**config.mk**
```make
export PLATFORM = sky130hd
export DESIGN_NAME = dmem_arbiter
export DESIGN_NICKNAME = d
export VERILOG_FILES = /design/src/rtl/dmem_arbiter.sv
export SDC_FILE = /design/constraint.sdc
export NUM_CORES = 1
export LEC_CHECK = 0
export CAP_MARGIN = 20
export CORE_UTILIZATION = 25
export DETAILED_ROUTE_END_ITERATION = 10
export HOLD_SLACK_MARGIN = 0.02
export PLACE_DENSITY = 0.65
export SYNTH_ARGS = -nofsm -noshare
export SYNTH_HDL_FRONTEND = slang
export SYNTH_SLANG_ARGS = --single-unit
```
**constraint.sdc**
```tcl
create_clock -name i_clk -period 1.7 [get_ports i_clk]
set_clock_uncertainty 0.15 [all_clocks]
set_input_delay 0.34 -clock i_clk [delete_from_list [all_inputs] [get_ports i_clk]]
set_output_delay 0.34 -clock i_clk [all_outputs]
set_load 0.01 [all_outputs]
```
**src/rtl/dmem_arbiter.sv**
```systemverilog
// Two-requester arbiter for the dmem port. It keeps one transaction outstanding and drives dmem requests from registers.
// Latency: grant is combinational in IDLE, the request leaves one cycle later, and rvalid passes through in the cycle it arrives.
// Backpressure: REQ holds until data_gnt_i, no grant is given while busy; optional rvalid timeout under DMEM_ARB_TIMEOUT_EN.
module dmem_arbiter #(
  parameter int TIMEOUT_CYCLES = 255
) (
  input  logic        i_clk,
  input  logic        i_rst,
  input  logic        i_m0_req,
  input  logic        i_m0_we,
  input  logic [3:0]  i_m0_be,
  input  logic [31:0] i_m0_addr,
  input  logic [31:0] i_m0_wdata,
  input  logic        i_m1_req,
  input  logic        i_m1_we,
  input  logic [3:0]  i_m1_be,
  input  logic [31:0] i_m1_addr,
  input  logic [31:0] i_m1_wdata,
  output logic        o_m0_gnt,
  output logic        o_m0_rvalid,
  output logic [31:0] o_m0_rdata,
  output logic        o_m0_err,
  output logic        o_m1_gnt,
  output logic        o_m1_rvalid,
  output logic [31:0] o_m1_rdata,
  output logic        o_m1_err,
  output logic        data_req_o,
  output logic        data_we_o,
  output logic [3:0]  data_be_o,
  output logic [31:0] data_addr_o,
  output logic [31:0] data_wdata_o,
  input  logic        data_gnt_i,
  input  logic        data_rvalid_i,
  input  logic [31:0] data_rdata_i,
  input  logic        data_err_i
);

  if (TIMEOUT_CYCLES < 1 || TIMEOUT_CYCLES > 65535) begin : g_bad_timeout
    $error("dmem_arbiter: TIMEOUT_CYCLES out of range 1..65535");
  end

  typedef enum logic [1:0] {IDLE, REQ, WAIT} state_t;

  state_t      state_q, state_d;
  logic        ptr_q, ptr_d;
  logic        owner_q;
  logic        grant_vld;
  logic        grant_id;
  logic        resp_vld;
  logic        resp_err;
  logic [31:0] resp_dat;
  logic        timeout;

`ifdef DMEM_ARB_TIMEOUT_EN
  localparam int CNT_W = $clog2(TIMEOUT_CYCLES + 1);
  logic [CNT_W-1:0] wait_cnt_q;

  // The compare is against TIMEOUT_CYCLES-1 because the count excludes the current WAIT cycle.
  assign timeout = (state_q == WAIT) && (wait_cnt_q == CNT_W'(TIMEOUT_CYCLES - 1));

  always_ff @(posedge i_clk) begin
    if (i_rst || state_q != WAIT) begin
      wait_cnt_q <= '0;
    end else if (!data_rvalid_i) begin
      wait_cnt_q <= wait_cnt_q + 1'b1;
    end
  end
`else
  assign timeout = 1'b0;
`endif

  always_ff @(posedge i_clk) begin
    if (i_rst) begin
      state_q <= IDLE;
      ptr_q   <= 1'b0;
    end else begin
      state_q <= state_d;
      ptr_q   <= ptr_d;
    end
  end

  always_comb begin
    state_d   = state_q;
    ptr_d     = ptr_q;
    grant_vld = 1'b0;
    grant_id  = 1'b0;
    resp_vld  = 1'b0;
    resp_err  = 1'b0;
    resp_dat  = 32'h0;
    case (state_q)
      IDLE: begin
        if (i_m0_req || i_m1_req) begin
          grant_vld = 1'b1;
          grant_id  = (i_m0_req && i_m1_req) ? ptr_q : i_m1_req;
          state_d   = REQ;
        end
      end
      REQ: begin
        if (data_gnt_i) state_d = WAIT;
      end
      WAIT: begin
        // A real response wins over a timeout that fires in the same cycle.
        if (data_rvalid_i) begin
          resp_vld = 1'b1;
          resp_err = data_err_i;
          resp_dat = data_rdata_i;
        end else if (timeout) begin
          resp_vld = 1'b1;
          resp_err = 1'b1;
        end
        if (resp_vld) begin
          ptr_d   = ~owner_q;
          state_d = IDLE;
        end
      end
      default: state_d = IDLE;
    endcase
  end

  always_ff @(posedge i_clk) begin
    if (i_rst) begin
      data_req_o   <= 1'b0;
      data_we_o    <= 1'b0;
      data_be_o    <= 4'h0;
      data_addr_o  <= 32'h0;
      data_wdata_o <= 32'h0;
      owner_q      <= 1'b0;
    end else if (grant_vld) begin
      data_req_o   <= 1'b1;
      owner_q      <= grant_id;
      data_we_o    <= grant_id ? i_m1_we    : i_m0_we;
      data_be_o    <= grant_id ? i_m1_be    : i_m0_be;
      data_addr_o  <= grant_id ? i_m1_addr  : i_m0_addr;
      data_wdata_o <= grant_id ? i_m1_wdata : i_m0_wdata;
    end else if (state_q == REQ && data_gnt_i) begin
      data_req_o <= 1'b0;
    end
  end

  // Outputs are forced low while reset is held so nothing leaks from a stale state.
  assign o_m0_gnt    = !i_rst && grant_vld && !grant_id;
  assign o_m1_gnt    = !i_rst && grant_vld &&  grant_id;
  assign o_m0_rvalid = !i_rst && resp_vld  && !owner_q;
  assign o_m1_rvalid = !i_rst && resp_vld  &&  owner_q;
  assign o_m0_err    = o_m0_rvalid && resp_err;
  assign o_m1_err    = o_m1_rvalid && resp_err;
  assign o_m0_rdata  = o_m0_rvalid ? resp_dat : 32'h0;
  assign o_m1_rdata  = o_m1_rvalid ? resp_dat : 32'h0;

endmodule
```
== After elaboration in Yosys (flattened, before gate mapping) ==
Cells that the tools add are included.

* Register bits after elaboration: 74
* Input port bits: 177
* Output and inout bits: 140
* Logic and storage cells: 56

* Equal/unequal tests: 5
* Mux-type cells: 24
* Bitwise logic cells: 1
* Reductions and logical operators: 18

{| class="wikitable"
|+ Operators with widths
! kind !! number
|-
| 32-bit 2-to-1 mux || 6
|-
| 1-bit 2-to-1 mux || 13
|-
| 1-bit logical AND || 10
|-
| 2-bit 2-to-1 mux || 3
|-
| 2-bit != test (second input constant) || 3
|-
| 2-bit case mux with 3 select lines || 1
|-
| 4-bit 2-to-1 mux || 1
|-
| 1-bit logical NOT || 3
|-
| 3-bit AND reduction || 1
|-
| 2-bit by 1-bit == test with 1-bit output (second input constant) || 1
|-
| 2-bit == test (second input constant) || 1
|-
| 2-bit logical NOT || 1
|-
| 2-bit AND reduction || 1
|-
| 2-bit nonzero test || 1
|-
| 1-bit logical OR || 1
|-
| 1-bit inverter || 1
|}

== Logic depth before layout (Yosys ltp) ==
* Depth in word-level cells: 6
* Depth in mapped cells: 6
* Mapped depth without buffers: 3

== Least setup slack after synthesis ==
OpenSTA, ideal clock, no wires.

* Kind: register to output
* Start point: reg state_q[1]
* End point: out o_m0_gnt
* Arrival: 1470 ps
* Required time: 1210 ps
* Path slack: -260 ps
* Stages on the path, launching flop included: 6
* Path buffers: 2
* Cells stage by stage: dfxtp_1 > or2_1 > buf_2 > clkbuf_1 > or3_1 > nor2b_1

* Longest elaborated chain between the ends: 4
* Elaborated cells between the ends (all ways): 6
* Those cells by class: mux (2); reduce/logical (4)

{| class="wikitable"
|+ RTL lines
! item !! line !! text
|-
| start, declared || 44 || <nowiki>state_t state_q, state_d;</nowiki>
|-
| start signal, assigned || 77 || <nowiki>state_q <= state_d;</nowiki>
|-
| 2-bit logical NOT * || 90 || <nowiki>case (state_q)</nowiki>
|-
| 1-bit 2-to-1 mux || 90 ||
|-
| 1-bit logical AND / 1-bit logical NOT (equally long branches) || 141 || <nowiki>assign o_m0_gnt = !i_rst && grant_vld && !grant_id;</nowiki>
|-
| 1-bit logical AND * || 141 ||
|-
| end, declared || 19 || <nowiki>output logic o_m0_gnt,</nowiki>
|}

Mark *: on every way between the ends. The rest lies on a longest branch, timed or not.

== Worst setup path after layout ==
* Start point: reg state_q[0]
* End point: out o_m1_rdata[15]

* Longest elaborated chain between the ends: 5
* Elaborated cells between the ends (all ways): 6
* Those cells by class: eq/ne (1); mux (3); reduce/logical (2)

{| class="wikitable"
|+ RTL lines
! item !! line !! text
|-
| 2-bit == test * || 90 ||
|-
| 1-bit 2-to-1 mux || 90 ||
|-
| 1-bit logical AND (2 in a row) || 144 || <nowiki>assign o_m1_rvalid = !i_rst && resp_vld && owner_q;</nowiki>
|-
| 32-bit 2-to-1 mux * || 148 || <nowiki>assign o_m1_rdata = o_m1_rvalid ? resp_dat : 32'h0;</nowiki>
|-
| end, declared || 25 || <nowiki>output logic [31:0] o_m1_rdata,</nowiki>
|}

Marked as above.

==> results.py <==
metrics = {
    "run_status": {
        "status": "finished with violations",
        "violations": "setup timing",
    },
    "sta": {
        "maxSlewViolCount": 0,
        "fmax_ghz": 0.462,
        "fin_crit_ps": 2170,
        "maxSlewHeadroom_pct": 52.8,
        "hold_viol_final": 0,
        "setup_viol": 140,
        "tightestPinTransition_ps": 708,
        "fin_ws_ps": -466,
        "fin_tns_setup_ps": -47930,
        "rsz0062_at_grt": "yes",
        "fin_crit_sh_pct": 127,
        "hold_ws_ps": 320,
    },
    "routing": {
        "via_per_inst": 5.26,
        "ant_nets": 0,
        "vias": 5652,
        "wire_per_inst_um": 21.5,
        "drt_first_pass_iters": 6,
        "route.detailed.drc": 0,
        "drt_iter0_drc": 183,
        "drt_wl_total_um": 23100,
    },
    "yosys": {
        "ys_warn_count": 0,
        "synthTopCellsByCount": "dfxtp_1, nor2b_1, a221o_1, and4_1, nor4b_1",
        "syn_area_per_cell_um2": 9.16,
        "synth_top_area_cell": "dfxtp_1",
        "ys_types": 25,
        "ys.flop_type": "dfxtp_1",
        "synth_most_common_cell": "dfxtp_1",
        "synth_fp_nets": 695,
        "syn_inst": 518,
        "ys_ff_latch": 74,
        "synth_edf_count": 0,
        "synth_area_um2": 4750,
        "seq_area_frac_synth_pct": 31.2,
        "synth.top_cell.area_share_pct": 31.2,
        "synth_area_leaders": "dfxtp_1, a221o_1, and4_1, nor4b_1, nor2b_1",
        "synthArstFlopShare_pct": 0,
    },
    "cells_and_area": {
        "n_fill_cell": 1733,
        "layout.nets": 1011,
        "regArea_um2": 1490,
        "layout-area-overhead-vs-synth_pct": 96.7,
        "drive_gt1_share_pct": 27.3,
        "multi_input_area_um2": 3260,
    },
    "clock_network": {
        "cts_made_buffers": 9,
        "clkTransAtPathRegs_ps": 60,
        "insertion_delay_ps": 340,
        "hold_buffers": 0,
        "cts_tree": "yes",
        "clock_sinks": 74,
        "htree_levels": 3,
        "cts_root_buffer": "clkbuf_16",
        "cts_buffer_depth": 2,
    },
    "global_route": {
        "grt_use_total_pct": 22.6,
        "grt_pass1_wl_um": 33600,
        "grt-ovfl-total": 0,
        "grt_start_max_net_pins": 81,
        "antenna_found_initial": 1,
        "grt_pass1_vias": 5445,
    },
    "critical_path": {
        "r2r_cells": 8,
        "required_ps": 1210,
        "criticalPathCategory": "reg -> out",
        "r2r_start": "state_q[0]$_SDFFE_PP0P_",
        "timing.rr.end": "data_addr_o[16]$_SDFFE_PP0P_",
        "crit_path_start_kind": "register",
        "cp_max_fo": 8,
        "cp-end-kind": "primary output",
        "crit_arrival_ps": 1680,
        "cp-startpoint": "state_q[0]$_SDFFE_PP0P_",
        "r2r_slack_ps": -400,
    },
    "floorplan": {
        "die_width_um": 140,
        "core_um2": 18600,
        "rows": 50,
        "initial_core_util_pct": 25.5,
        "die_area_um2": 19500,
        "die_h_um": 140,
        "ios": 317,
    },
    "placed_design": {
        "place_congestion": 0.852,
        "dp_slack_ps": -981,
        "portBuffers": 316,
        "dp_hpwl_um": 13000,
    },
    "power_and_ir_drop": {
        "powerDensity_nw_per_um2": 685,
        "p_total_uw": 6390,
        "p_leak_uw": 0.00396,
        "ir_worst_vdd_mv": 0.480,
    },
    "hold_path": {
        "hp-class": "reg -> reg",
        "holdPathEnd": "data_req_o$_SDFFE_PP0P_",
        "hp-start": "data_req_o$_SDFFE_PP0P_",
        "hold_depth": 2,
    },
    "flow_run": {
        "maxCapViolCount": 0,
    },
}
stage by stage:
stage                     util [%]  instance area [um^2]  instances
final                         50.1                  9340       1074
after floorplan                  -                  4790        518
after detailed placement      43.8                  8170       1020
after global placement        43.8                  8170       1020
after global routing          50.1                  9340       1074
after CTS                     48.3                  9000       1067
area by class of cell:
type / count / area share [%]
well taps: 234 / 3.14
diodes: 1 / 0.0268
repair buffers: 381 / 42.7
clock inverters: 6 / 0.683
flip-flops and latches: 74 / 15.9
clock buffers: 10 / 2.56
inverters: 2 / 0.0804
multi-input cells: 366 / 34.9
sequential cells by signal (all words and copies together) (netlist names):
signal	count
owner_q	1
data_addr_o	32
data_we_o	1
data_req_o	1
state_q	2
data_wdata_o	32
ptr_q	1
data_be_o	4
metal layers:
layer  GRT usage, %  wire, um
met5              0         0
met4           7.87       714
met3           7.12      1730
met2           37.5     10800
met1           27.3      9790
worst max-delay path, stage by stage, from the launching register on:
cell	delay (ps)
dfxtp_4	350
nor3b_4	200
and3_4	240
buf_12	120
buf_16	110
buf_6	90
and2_4	130
buf_6	100
worst max-delay path by stage:
| stage | to | cells past startpoint |
|---|---|---|
| global route | o_m1_rdata[15] | 7 |
| detailed placement | o_m1_rdata[18] | 6 |
| finish | o_m1_rdata[15] | 7 |
| CTS | o_m1_rdata[15] | 7 |
| floorplan | o_m0_gnt | 5 |
| global placement | o_m0_rdata[17] | 6 |
where the power goes:
part	internal [uW]	total, uW	switching [uW]
Clock	1180	2010	832
Combinational	1260	2300	1050
Sequential	1960	2080	117
cell usage in the layout (no fill, tap or decap), types with 2 or more instances in the layout:
master,count
a221o_1,69
and2_1,31
and2_4,35
and3_4,2
and4_1,69
buf_12,13
buf_16,15
buf_2,32
buf_4,26
buf_6,48
clkbuf_16,11
clkdlybuf4s50_1,172
clkinv_2,2
clkinvlp_4,2
dfxtp_1,72
dlygate4sd2_1,72
inv_1,2
nand2_1,2
nand3b_1,3
nor2_1,2
nor2_4,3
nor2b_1,69
nor4b_1,44
nor4b_2,22
nor4b_4,3
o21ba_4,2
timing repair:
item / CTS / global route
setup buffers: 15 / 7
pin swaps: 73 / 22
endpoints found under the setup margin: 210 / 140
cloned: 17 / 2
resized for setup: 443 / 70
cell families (layout without fill, tap and decap cells):
kind of cell	after synthesis	count (layout)	share of synthesized area, %
mux	1	1	0.211
flops	74	74	31.2
simple gates	291	291	45.5
other cells	0	1	0
compound gates	73	74	15.2
buf+inv	79	399	7.83
(Power assumes the default switching activity.)
